File: src/rtl/fifo_uart_tx_if.sv
// Handshake/serial bundle between fifo_uart_tx and its FIFO/line environment.
// master = transmitter side, slave = FIFO and line side.
interface fifo_uart_tx_if;
  logic        tx_en;
  logic [7:0]  fifo_count;
  logic [7:0]  fifo_data;
  logic        fifo_rd_en;
  logic        tx;
  logic        busy;
  logic [15:0] bytes_sent;

  modport master (
    input  tx_en,
    input  fifo_count,
    input  fifo_data,
    output fifo_rd_en,
    output tx,
    output busy,
    output bytes_sent
  );

  modport slave (
    output tx_en,
    output fifo_count,
    output fifo_data,
    input  fifo_rd_en,
    input  tx,
    input  busy,
    input  bytes_sent
  );
endinterface

File: src/rtl/fifo_uart_tx.sv
// fifo_uart_tx: pops bytes from an upstream FIFO and sends 8N1 UART frames, LSB first.
// Define PARITY_EN to insert an even-parity bit between data bit 7 and the stop bit.
module fifo_uart_tx #(
  parameter int CLKS_PER_BIT = 16
) (
  input logic            clk,
  input logic            rst,
  fifo_uart_tx_if.master bus
);
  localparam int CW = (CLKS_PER_BIT > 1) ? $clog2(CLKS_PER_BIT) : 1;
  localparam logic [CW-1:0] CNT_LAST = CW'(CLKS_PER_BIT - 1);

  typedef enum logic [2:0] {
    IDLE   = 3'd0,
    FETCH  = 3'd1,
    LATCH  = 3'd2,
    START  = 3'd3,
    DATA   = 3'd4,
    PARITY = 3'd5,
    STOP   = 3'd6
  } state_t;

  state_t        state_r, state_s;
  logic [CW-1:0] cnt_r, cnt_s;
  logic [2:0]    bit_r, bit_s;
  logic [7:0]    shift_r, shift_s;
  logic [15:0]   sent_r, sent_s;
  logic          tx_r, tx_s;
  logic          rd_r, rd_s;
  logic          busy_r, busy_s;
  logic          last_s;
`ifdef PARITY_EN
  logic          parity_r, parity_s;
`endif

  // Next-state, datapath and next-output decode; outputs are registered from the next state
  always_comb begin
    state_s = state_r;
    bit_s   = bit_r;
    shift_s = shift_r;
    sent_s  = sent_r;
    last_s  = (cnt_r == CNT_LAST);
`ifdef PARITY_EN
    parity_s = parity_r;
`endif
    case (state_r)
      IDLE: begin
        if (bus.tx_en && (bus.fifo_count != 8'd0)) state_s = FETCH;
        else                                        state_s = IDLE;
      end
      FETCH: state_s = LATCH;
      LATCH: begin
        shift_s = bus.fifo_data;
`ifdef PARITY_EN
        parity_s = ^bus.fifo_data;
`endif
        state_s = START;
      end
      START: begin
        if (last_s) begin
          state_s = DATA;
          bit_s   = 3'd0;
        end else begin
          state_s = START;
        end
      end
      DATA: begin
        if (last_s) begin
          shift_s = {1'b0, shift_r[7:1]};
          if (bit_r == 3'd7) begin
`ifdef PARITY_EN
            state_s = PARITY;
`else
            state_s = STOP;
`endif
          end else begin
            bit_s = bit_r + 3'd1;
          end
        end else begin
          state_s = DATA;
        end
      end
`ifdef PARITY_EN
      PARITY: begin
        if (last_s) state_s = STOP;
        else        state_s = PARITY;
      end
`endif
      STOP: begin
        if (last_s) begin
          sent_s  = sent_r + 16'd1;
          state_s = IDLE;
        end else begin
          state_s = STOP;
        end
      end
      default: state_s = IDLE;
    endcase

    // Each bit period, and every state entry, starts the counter from zero
    if ((state_s != state_r) || last_s) cnt_s = '0;
    else                                cnt_s = cnt_r + CW'(1);

    case (state_s)
      START:   tx_s = 1'b0;
      DATA:    tx_s = shift_s[0];
`ifdef PARITY_EN
      PARITY:  tx_s = parity_s;
`endif
      default: tx_s = 1'b1;
    endcase
    rd_s   = (state_s == FETCH);
    busy_s = (state_s != IDLE);
  end

  // State, datapath and output registers with synchronous active-low reset
  always_ff @(posedge clk) begin
    if (!rst) begin
      state_r  <= IDLE;
      cnt_r    <= '0;
      bit_r    <= 3'd0;
      shift_r  <= 8'd0;
      sent_r   <= 16'd0;
      tx_r     <= 1'b1;
      rd_r     <= 1'b0;
      busy_r   <= 1'b0;
`ifdef PARITY_EN
      parity_r <= 1'b0;
`endif
    end else begin
      state_r  <= state_s;
      cnt_r    <= cnt_s;
      bit_r    <= bit_s;
      shift_r  <= shift_s;
      sent_r   <= sent_s;
      tx_r     <= tx_s;
      rd_r     <= rd_s;
      busy_r   <= busy_s;
`ifdef PARITY_EN
      parity_r <= parity_s;
`endif
    end
  end

  assign bus.tx         = tx_r;
  assign bus.fifo_rd_en = rd_r;
  assign bus.busy       = busy_r;
  assign bus.bytes_sent = sent_r;
endmodule

File: src/flat_wrapper.sv
// flat-port wrapper written by rule: the top's interface ports become plain ports
module fifo_uart_tx_flat 
#(
  parameter int CLKS_PER_BIT = 16
)
  (clk, rst, bus_tx_en, bus_fifo_count, bus_fifo_data, bus_fifo_rd_en, bus_tx, bus_busy, bus_bytes_sent);
  fifo_uart_tx_if bus_i ();
  input logic clk;
  input logic rst;
  input wire logic [$bits(bus_i.tx_en)-1:0] bus_tx_en;
  input wire logic [$bits(bus_i.fifo_count)-1:0] bus_fifo_count;
  input wire logic [$bits(bus_i.fifo_data)-1:0] bus_fifo_data;
  output wire logic [$bits(bus_i.fifo_rd_en)-1:0] bus_fifo_rd_en;
  output wire logic [$bits(bus_i.tx)-1:0] bus_tx;
  output wire logic [$bits(bus_i.busy)-1:0] bus_busy;
  output wire logic [$bits(bus_i.bytes_sent)-1:0] bus_bytes_sent;
  assign bus_i.tx_en = bus_tx_en;
  assign bus_i.fifo_count = bus_fifo_count;
  assign bus_i.fifo_data = bus_fifo_data;
  assign bus_fifo_rd_en = bus_i.fifo_rd_en;
  assign bus_tx = bus_i.tx;
  assign bus_busy = bus_i.busy;
  assign bus_bytes_sent = bus_i.bytes_sent;
  fifo_uart_tx #(.CLKS_PER_BIT(CLKS_PER_BIT)) u_core (.clk(clk), .rst(rst), .bus(bus_i));
endmodule
File: config.mk
export PLATFORM = sky130hd
export DESIGN_NAME = fifo_uart_tx_flat
export DESIGN_NICKNAME = d
export VERILOG_FILES = /design/src/rtl/fifo_uart_tx_if.sv /design/src/rtl/fifo_uart_tx.sv /design/src/flat_wrapper.sv
export SDC_FILE = /design/constraint.sdc
export NUM_CORES = 1
export LEC_CHECK = 0
export BUFFER_PORTS_ARGS = -buffer_cell sky130_fd_sc_hd__clkbuf_2
export CORE_MARGIN = 2
export CORE_UTILIZATION = 41
export DETAILED_ROUTE_END_ITERATION = 8
export SKIP_LAST_GASP = 1
export SYNTH_ARGS = -nofsm -noshare
export SYNTH_HDL_FRONTEND = slang
export SYNTH_SLANG_ARGS = --single-unit
export TNS_END_PERCENT = 30
File: constraint.sdc
create_clock -name clk -period 2.55 [get_ports clk]
set_input_delay 0.255 -clock clk [delete_from_list [all_inputs] [get_ports clk]]
set_output_delay 0.255 -clock clk [all_outputs]
set_load 0.05 [all_outputs]
---- After elaboration in Yosys (flattened, before gate mapping) ----
Cells that the tools add are included.
storage, ports and cells
  register bits after elaboration ......... 37
  bits in latches ......................... 0
  bits in writable memories ............... 0
  ROM bits ................................ 0
  output and inout bits ................... 19
  logic and storage cells ................. 51
  memories ................................ 0
operators by class
  add/sub/neg operators ................... 3
  $mul .................................... 0
  div/mod/pow operators ................... 0
  order comparisons ....................... 0
  equality and inequality tests ........... 14
  shifts and indexed selects .............. 0
  multiplexer cells ....................... 13
  bitwise operators ....................... 1
  reduce and logical (&&, ||, !) cells .... 11
operators with widths
  operator               count
  $mux 3                 7
  $pmux 3 s6             1
  $add 16x1->16 const B  1
  $pmux 8 s2             1
  $eq 3x3->1 const B     4
  $eq 3x2->1 const B     3
  $mux 8                 1
  $reduce_bool 8->1      1
  $eq 3x1->1 const B     2
  $pmux 3 s2             1
  $add 4x1->4 const B    1
  $eq 4x4->1 const B     1
  $ne 2x1->1 const B     2
  $reduce_and 2->1       2
  $reduce_and 4->1       1
  $reduce_bool 2->1      2
  $add 3x1->3 const B    1
  $logic_not 3->1        1
  $ne 3x3->1             1
  $reduce_bool 3->1      1
  $ne 2x2->1 const B     1
  $pmux 1 s2             1
  $reduce_or 2->1        1
  $logic_and 1x1->1      1
  3 further kinds        3

---- Longest topological paths before layout ----
Gate-level depths: netlist of run 1.
  word-level depth ........................ 7
  gate-level depth with buffers ........... 6

---- Worst setup path after synthesis of run 1 ----
OpenSTA, ideal clock, no wires.
  kind .................................... flip-flop to flip-flop
  start ................................... register u_core.sent_r[4] (netlist: u_core.bus.bytes_sent[4])
  end ..................................... register u_core.sent_r[14] (netlist: u_core.bus.bytes_sent[14])
  arrival time ............................ 1.726 ns
  path slack .............................. 0.754 ns
  cell stages (with the launch flop) ...... 5
  path buffers ............................ 0
  cells stage by stage .................... dfxtp_1 and4_1 nand4_1 or4_1 a21oi_1
between the ends
  word-level cells in the longest chain between the ends .. 1
RTL lines
  element                 line                 text
  start, declared         fifo_uart_tx.sv:27   logic [15:0] sent_r, sent_s;
  start signal, assigned  fifo_uart_tx.sv:135  sent_r <= sent_s;
  $add 16x1->16           fifo_uart_tx.sv:91   sent_s = sent_r + 16'd1;
No other way between the ends.
A chain may end at the register's enable or synchronous reset.

---- Worst setup path after layout of run 1 ----
  start ................................... register u_core.cnt_r[0]
  end ..................................... register u_core.sent_r[12] (netlist: u_core.bus.bytes_sent[12])
between the ends
  word-level cells in the longest chain between the ends .. 2
RTL lines
  element                            line                 text
  start, declared                    fifo_uart_tx.sv:24   logic [CW-1:0] cnt_r, cnt_s;
  start signal, assigned             fifo_uart_tx.sv:132  cnt_r <= cnt_s;
  $eq 4x4->1                         fifo_uart_tx.sv:42   last_s = (cnt_r == CNT_LAST);
  $reduce_and 2->1 (no source line)  n/a
No other way between the ends.

==> results of run 1 <==
[state kept, by name, summed over array words and instances (netlist names)]
register	cells
u_core.bus.bytes_sent	16
u_core.cnt_r	4
u_core.bus.fifo_rd_en	1
u_core.shift_r	8
u_core.state_r	3
u_core.bit_r	3
u_core.bus.tx	1
u_core.bus.busy	1
[power by group through the flow]
stage / Sequential [uW] / Combinational (uW) / Clock (uW)
final: 621 / 124 / 450
after global routing: 624 / 138 / 483
after CTS: 621 / 125 / 463
after detailed placement: 634 / 125 / 0
after global placement: 634 / 125 / 0
after floorplan: 642 / 77.3 / 0
[path summary, 6_finish.rpt]
check / start / endpoint / slack, ns / cells past startpoint
worst max-delay path: u_core.cnt_r[0] / u_core.bus.bytes_sent[12] / 0.66 / 5
worst max register to register: u_core.cnt_r[0] / u_core.bus.bytes_sent[12] / 0.66 / 5
worst min register to register: u_core.cnt_r[0] / u_core.cnt_r[0] / 0.46 / 1
worst min-delay path: bus_fifo_data[7] / u_core.shift_r[7] / 0.23 / 3
[cells by family after synthesis]
logic type / share of synthesized area (%)
simple gates: 26.8
mux: 3.51
fa+ha+maj: 2.87
xor+xnor: 3.01
compound gates: 17.8
flops: 42.4
buf+inv: 3.58
[cell type report]
cell class | count | area, um2 | area share (%)
clock buffer | 7 | 96.3 | 4.65
timing repair buffer | 39 | 200 | 9.66
inverter | 7 | 26.3 | 1.27
clock inverter | 1 | 5.00 | 0.241
multi-input combinational | 151 | 942 | 45.4
tap | 50 | 62.6 | 3.02
sequential | 37 | 741 | 35.7
[worst max-delay path, cell delays in order (launching register included)]
cell                      delay (ns)
sky130_fd_sc_hd__dfxtp_1        0.35
sky130_fd_sc_hd__ha_1           0.28
sky130_fd_sc_hd__and4_4         0.28
sky130_fd_sc_hd__nand4_2        0.24
sky130_fd_sc_hd__or4_1          0.54
sky130_fd_sc_hd__a21oi_1        0.14
[cells in the final DEF (no fill, tap or decap), drive strengths merged, types with 4 or more instances in the layout]
cell and instances:
and2 4, or3 9, o21ai 11, dfxtp 37
xnor2 5, nand3 8, ha 4, nor2 12
nand2 20, clkbuf 44, nand4 9, inv 6
a22oi 6, nor4 5, mux2i 5, a21oi 20
[per-stage QoR]
step	hold WS [ns]	cells	power (uW)	util (%)	cell area, um2
2_1_floorplan	0.398	202	720	-	1750
3_3_place_gp	0.448	284	758	48.6	1970
3_5_place_dp	0.451	284	758	48.6	1970
4_1_cts	0.219	292	1210	51.1	2070
5_1_grt	0.237	292	1250	51.1	2070
6_report	0.225	292	1190	51.1	2070
[layer usage]
| layer | vias up | track usage (%) |
|---|---|---|
| met5 | - | 0 |
| met4 | 0 | 6.54 |
| met3 | 5 | 4.22 |
| met2 | 34 | 26.8 |
| met1 | 713 | 19.1 |
| li1 | 823 | - |
==> results.rst, run 1 <==
.. list-table::
   :header-rows: 1

   * - Metric
     - Value
   * - Final Hold Fails
     - 0
   * - Number of DRC violations after detailed-routing iteration 0
     - 91
   * - Filler Cell Count
     - 405
   * - Clk network pwr share
     - 37.7%
   * - Number of buffers created by CTS
     - 5
   * - Count of standard-cell rows
     - 23
   * - Yosys cell types
     - 42
   * - Startpoint Class
     - register
   * - Flops & latches, synth
     - 37
   * - Worst voltage drop across the vdd grid
     - approximately 0.31 mV
   * - Register clock-pin slew on the reported worst setup and hold paths
     - ~0.07 ns
   * - Leak
     - 0.000834 uW
   * - Routed WL per cell
     - approximately 13 um
   * - Antenna viol nets, final
     - 0
   * - Overall die area
     - between 4000 and 5000 um2
   * - Number of warnings reported in the yosys synthesis log
     - 0
   * - Share of the synthesized area in the top cell type
     - between 40 and 50%
   * - Worst Setup Slack, final
     - approximately 0.66 ns
   * - PostCTS Resize Cnt
     - 0
   * - Total global routing overflow
     - 0
   * - Data required time at the worst endpoint
     - about 2.8 ns
   * - Gate Count Post-Synth
     - 202
   * - Pins Over Slew Limit
     - 0
   * - Layout cells sized above 1
     - around 22%
   * - Most numerous cell in the Yosys netlist
     - sky130_fd_sc_hd__dfxtp_1
   * - TritonCTS clock tree
     - yes
   * - Core footprint
     - ~4100 um2
   * - Initial antenna violation count
     - 0
   * - Vias in the first global route
     - between 1000 and 1500
   * - Insertion delay of the later-clocked pin in the worst-skew pair
     - between 0.2 and 0.3 ns
   * - Part of the Yosys area used for sequential elements
     - between 40% and 50%
   * - Vertical die dimension
     - slightly below 70 um
   * - Post-CTS setup repair buffer count
     - 0
   * - Remaining routing DRC violations
     - 0
   * - Nature of the critical path endpoint
     - register
   * - Cell accounting for the most synthesized area
     - sky130_fd_sc_hd__dfxtp_1
   * - Pin slew with the least headroom to its limit
     - 0.522 ns
   * - Nets in the synthesized netlist
     - 225
   * - Area added between synthesis and finish
     - 18.8%
   * - Detailed-route via count
     - approximately 1600
   * - Most common library cells after synthesis
     - 37 x sky130_fd_sc_hd__dfxtp_1, 20 x sky130_fd_sc_hd__a21oi_1, 20 x sky130_fd_sc_hd__nand2_1
   * - Final setup violating endpoints
     - 0
   * - Initial cell density of the core
     - 43.0%
   * - Synth async-reset ratio
     - 0%
   * - Boundary pin count
     - 38
   * - Worst-case clock buffer depth
     - 2
   * - F_max
     - ~530 MHz
   * - CTS Hold Buffers Added
     - 0
   * - Met2 routed WL
     - roughly 1800 um
   * - Worst-case setup slack after placement
     - about 0.68 ns
   * - Class of the most critical hold timing path
     - primary input to register
   * - Pin count of the biggest net entering global routing
     - 23
   * - Min Tclk post-route
     - around 1.9 ns
   * - Logic pwr share
     - roughly a tenth
   * - HPWL after detailed placement
     - between 2000 and 3000 um
   * - Synth Area per Inst
     - between 8 and 9 um2
   * - Met3 layer wire length in the routed design
     - roughly 160 um
   * - Cell area power density
     - slightly below 600 nW/um2
   * - Level count of the clock H-tree
     - 2
   * - Switch share
     - between 20% and 30%
   * - Cell area after synthesis
     - 1750 um2
   * - Run status
     - finished clean
   * - Pint
     - roughly 900 uW
   * - DRT Pass-1 Iters
     - 4
   * - Sinks on Clock Net
     - 37
   * - Top_reg_cell synth
     - sky130_fd_sc_hd__dfxtp_1
   * - Max-cap viol count
     - 0
   * - Global-route wire length before repair
     - ~6200 um
   * - DIE WIDTH
     - 69.2 um
   * - Highest metal layer used by the detailed router
     - met4
   * - Number of nets at the end of the flow
     - 264
   * - Total Wirelength
     - roughly 3700 um
   * - GR Util All Layers
     - approximately 16%
   * - Setup repair after global routing missed its margin
     - no
   * - Peak fanout along the critical path
     - 12
   * - Psw
     - roughly 300 uW
   * - Portion of total power attributed to sequential cells
     - between 50 and 60%
   * - Data arrival at the endpoint of the critical path
     - roughly 2.1 ns
   * - Number of buffer cells added on primary ports
     - 37
   * - Aggregate negative setup slack
     - 0 ns
   * - CTS Root Buffer Type
     - sky130_fd_sc_hd__clkbuf_8
   * - Number of antenna diodes
     - 0
   * - Type of the setup path with the least slack
     - register to register
   * - Setup Skew
     - a little over 0.007 ns
   * - Number of vias per cell after detailed routing
     - around 5.4
   * - Top cells by area, synth
     - sky130_fd_sc_hd__dfxtp_1 42%, sky130_fd_sc_hd__a21oi_1 5.7%, sky130_fd_sc_hd__nand2_1 4.3%
   * - Share of the clock period used by the worst path
     - approximately three quarters
   * - Count of flip-flops with a built-in enable after synthesis
     - 0
   * - Worst-case headroom to the max-slew limit
     - between 60% and 70%
   * - Met1 wire length
     - approximately 1700 um
   * - Global placer's final weighted congestion
     - between 0.7 and 0.8
(Power assumes the default switching activity.)
==> run 2: changes to the inputs <==
--- a/config.mk
+++ b/config.mk
@@ -9,6 +9,7 @@
 export CORE_MARGIN = 2
 export CORE_UTILIZATION = 41
 export DETAILED_ROUTE_END_ITERATION = 8
+export PLACE_DENSITY = 0.65
 export SKIP_LAST_GASP = 1
 export SYNTH_ARGS = -nofsm -noshare
 export SYNTH_HDL_FRONTEND = slang
==> constraint.sdc (replaced) <==
create_clock -name clk -period 1.7 [get_ports clk]
set_input_delay 0.17 -clock clk [delete_from_list [all_inputs] [get_ports clk]]
set_output_delay 0.17 -clock clk [all_outputs]
set_load 0.05 [all_outputs]
==> run 2 against run 1 <==
Critical path depth stayed put. Clock power rose by 30%. Die area stayed put. Non-clock buffer count up 14. Sequential share of layout area shrank 1.8 points. Power is 46% higher.
==> results.rst, run 2 (same netlist as run 1, synthesis figures left out) <==
.. list-table::
   :header-rows: 1

   * - Metric
     - Value
   * - HPWL after detailed placement
     - 2790 um
   * - Worst-case clock buffer depth
     - 2
   * - Number of cell instances on the worst register-to-register path
     - 5
   * - Count of standard-cell rows
     - 23
   * - Number of vias per cell after detailed routing
     - 5.32
   * - Number of buffer cells added on primary ports
     - 37
   * - Global placer's final weighted congestion
     - between 0.7 and 0.8
   * - Portion of total power attributed to sequential cells
     - a little over half
   * - DRT Pass-1 Iters
     - 4
   * - Insertion delay of the later-clocked pin in the worst-skew pair
     - between 0.2 and 0.3 ns
   * - Data arrival at the endpoint of the critical path
     - around 1.9 ns
   * - CTS Root Buffer Type
     - sky130_fd_sc_hd__clkbuf_8
   * - FF-to-FF setup slack
     - between 0.05 and 0.06 ns
   * - Setup Skew
     - roughly 0.0061 ns
   * - Nature of the critical path endpoint
     - register
   * - Peak fanout along the critical path
     - 8
   * - TritonCTS clock tree
     - yes
   * - CTS Hold Buffers Added
     - 0
   * - Worst voltage drop across the vdd grid
     - around 0.50 mV
   * - Initial antenna violation count
     - 0
   * - Vias in the first global route
     - ~1500
   * - Class of the most critical hold timing path
     - primary input to register
   * - Max-cap viol count
     - 0
   * - Total chip power
     - about 1700 uW
   * - Final setup violating endpoints
     - 0
   * - Worst flop-to-flop path startpoint
     - u_core.cnt_r[1]
   * - Min Tclk post-route
     - around 1.6 ns
   * - Initial cell density of the core
     - between 40 and 50%
   * - Clk network pwr share
     - about a third
   * - Leading cell types in the layout, fill and taps excluded
     - 37 x sky130_fd_sc_hd__clkbuf_2, 29 x sky130_fd_sc_hd__dfxtp_1, 20 x sky130_fd_sc_hd__a21oi_1, 20 x sky130_fd_sc_hd__nand2_1, 14 x sky130_fd_sc_hd__buf_4
   * - Setup crit end
     - u_core.bus.bytes_sent[14]
   * - Psw
     - ~450 uW
   * - F_max
     - 607 MHz
   * - Level count of the clock H-tree
     - 2
   * - Run status
     - finished clean
   * - Filler Cell Count
     - approximately 380
   * - Number of flip-flops under the largest register name
     - 16
   * - Worst-case headroom to the max-slew limit
     - just under 80%
   * - Antenna viol nets, final
     - 0
   * - Type of the setup path with the least slack
     - register to register
   * - Number of antenna diodes
     - 0
   * - Share of the clock period used by the worst path
     - ~97%
   * - Layout cells sized above 1
     - a little under a third
   * - Slowest-stage cell, CP
     - sky130_fd_sc_hd__or4_1
   * - Pint
     - 1290 uW
   * - Pin count of the biggest net entering global routing
     - 27
   * - Slowest Stage Delay on Critical Path
     - between 0.5 and 0.6 ns
   * - Cell area power density
     - between 700 and 800 nW/um2
   * - Pin slew with the least headroom to its limit
     - slightly above 0.3 ns
   * - Worst setup path startpoint
     - u_core.cnt_r[1]
   * - Endpoint of the worst-slack reg-to-reg timing path
     - u_core.bus.bytes_sent[14]
   * - Aggregate negative setup slack
     - 0 ns
   * - Remaining routing DRC violations
     - 0
   * - DIE WIDTH
     - a little under 70 um
   * - Register clock-pin slew on the reported worst setup and hold paths
     - ~0.070 ns
   * - Most frequent standard cell in the layout excluding fill and tap cells
     - sky130_fd_sc_hd__clkbuf_2
   * - Total Wirelength
     - 3900 um
   * - Overall die area
     - between 4000 and 5000 um2
   * - Data required time at the worst endpoint
     - about 1.9 ns
   * - Global-route wire length before repair
     - 6770 um
   * - Final Hold Fails
     - 0
   * - Cell chain of the critical path
     - ha_4, and4_4, nand4_4, or4_1, a21oi_1
   * - Number of DRC violations after detailed-routing iteration 0
     - between 90 and 100
   * - Number of nets at the end of the flow
     - ~280
   * - Pins Over Slew Limit
     - 0
   * - Logic pwr share
     - 13.4%
   * - Core footprint
     - 4060 um2
   * - Total global routing overflow
     - 0
   * - Number of buffers created by CTS
     - 5
   * - Setup repair after global routing missed its margin
     - yes
   * - Routed WL per cell
     - 12.7 um
   * - GR Util All Layers
     - between 10% and 20%
   * - Sinks on Clock Net
     - 37
   * - Leak
     - around 0.0009 uW
   * - Switch share
     - approximately a quarter
   * - Vertical die dimension
     - roughly 69 um
   * - Startpoint Class
     - register
   * - Area added between synthesis and finish
     - 26.9%
   * - Boundary pin count
     - 38
   * - Detailed-route via count
     - between 1500 and 2000
   * - Final Util
     - between 50% and 60%
==> run 2: cell types whose count changed in the layout (fill, tap and decap cells not counted), moves of 2 or more <==
cell                       before  now
sky130_fd_sc_hd__dfxtp_1       37   29
sky130_fd_sc_hd__buf_6          0    2
sky130_fd_sc_hd__clkbuf_1       0    3
sky130_fd_sc_hd__dfxtp_2        0    8
sky130_fd_sc_hd__buf_4          2   14
sky130_fd_sc_hd__clkbuf_8       7    5
==> run 2: worst min-delay path by stage <==
stage	from	to	cells after the start
after floorplan	bus_fifo_data[7]	u_core.shift_r[7]	2
after global placement	bus_fifo_data[7]	u_core.shift_r[7]	3
after detailed placement	bus_fifo_data[7]	u_core.shift_r[7]	3
after CTS	bus_fifo_data[7]	u_core.shift_r[7]	3
after global routing	bus_fifo_data[7]	u_core.shift_r[7]	3
final	bus_fifo_data[7]	u_core.shift_r[7]	3
==> run 2: layout make-up <==
class	instances	area, um2	area share, %
repair buffers	53	313	14.1
inverters	7	26.3	1.19
multi-input cells	151	982	44.4
well taps	50	62.6	2.82
clock buffers	8	80.1	3.62
flip-flops and latches	37	751	33.9
==> run 2: layer usage <==
| metal | up-vias | GRT usage (%) | part of all wire, % |
|---|---|---|---|
| li1 | 848 | - | - |
| met1 | 740 | 23.2 | 50 |
| met2 | 34 | 26.6 | 45 |
| met3 | 5 | 4.65 | 4.1 |
| met4 | 0 | 4.58 | 0.90 |
| met5 | - | 0 | 0 |
==> run 2: worst max-delay path: cells and delay by family (launching register included) <==
family	cells	cell delay, ns
flops	1	0.36
fa+ha+maj	1	0.14
simple gates	3	0.93
compound gates	1	0.14
==> run 2: timing repair <==
action / in CTS / in global routing
setup endpoints to repair: 4 / 15
gates resized for setup: 1 / 10
pin swaps: 0 / 4
setup buffers: 0 / 1
==> run 2: power groups by stage <==
stage	sequential, uW	combinational [uW]	clock (uW)
final	921	233	585
after global routing	926	261	646
after CTS	918	226	605
after detailed placement	938	224	0
after global placement	937	224	0
after floorplan	963	116	0
==> run 2: metrics by stage <==
step	area (um2)	setup WS, ns	hold WS, ns	cells
floorplan	1750	-0.0142	0.313	202
CTS	2170	0.0291	0.113	305
detailed placement	2080	0.00763	0.407	297
global placement	2080	0.0379	0.405	297
global route	2210	-0.0279	0.176	306
finish	2210	0.0521	0.125	306
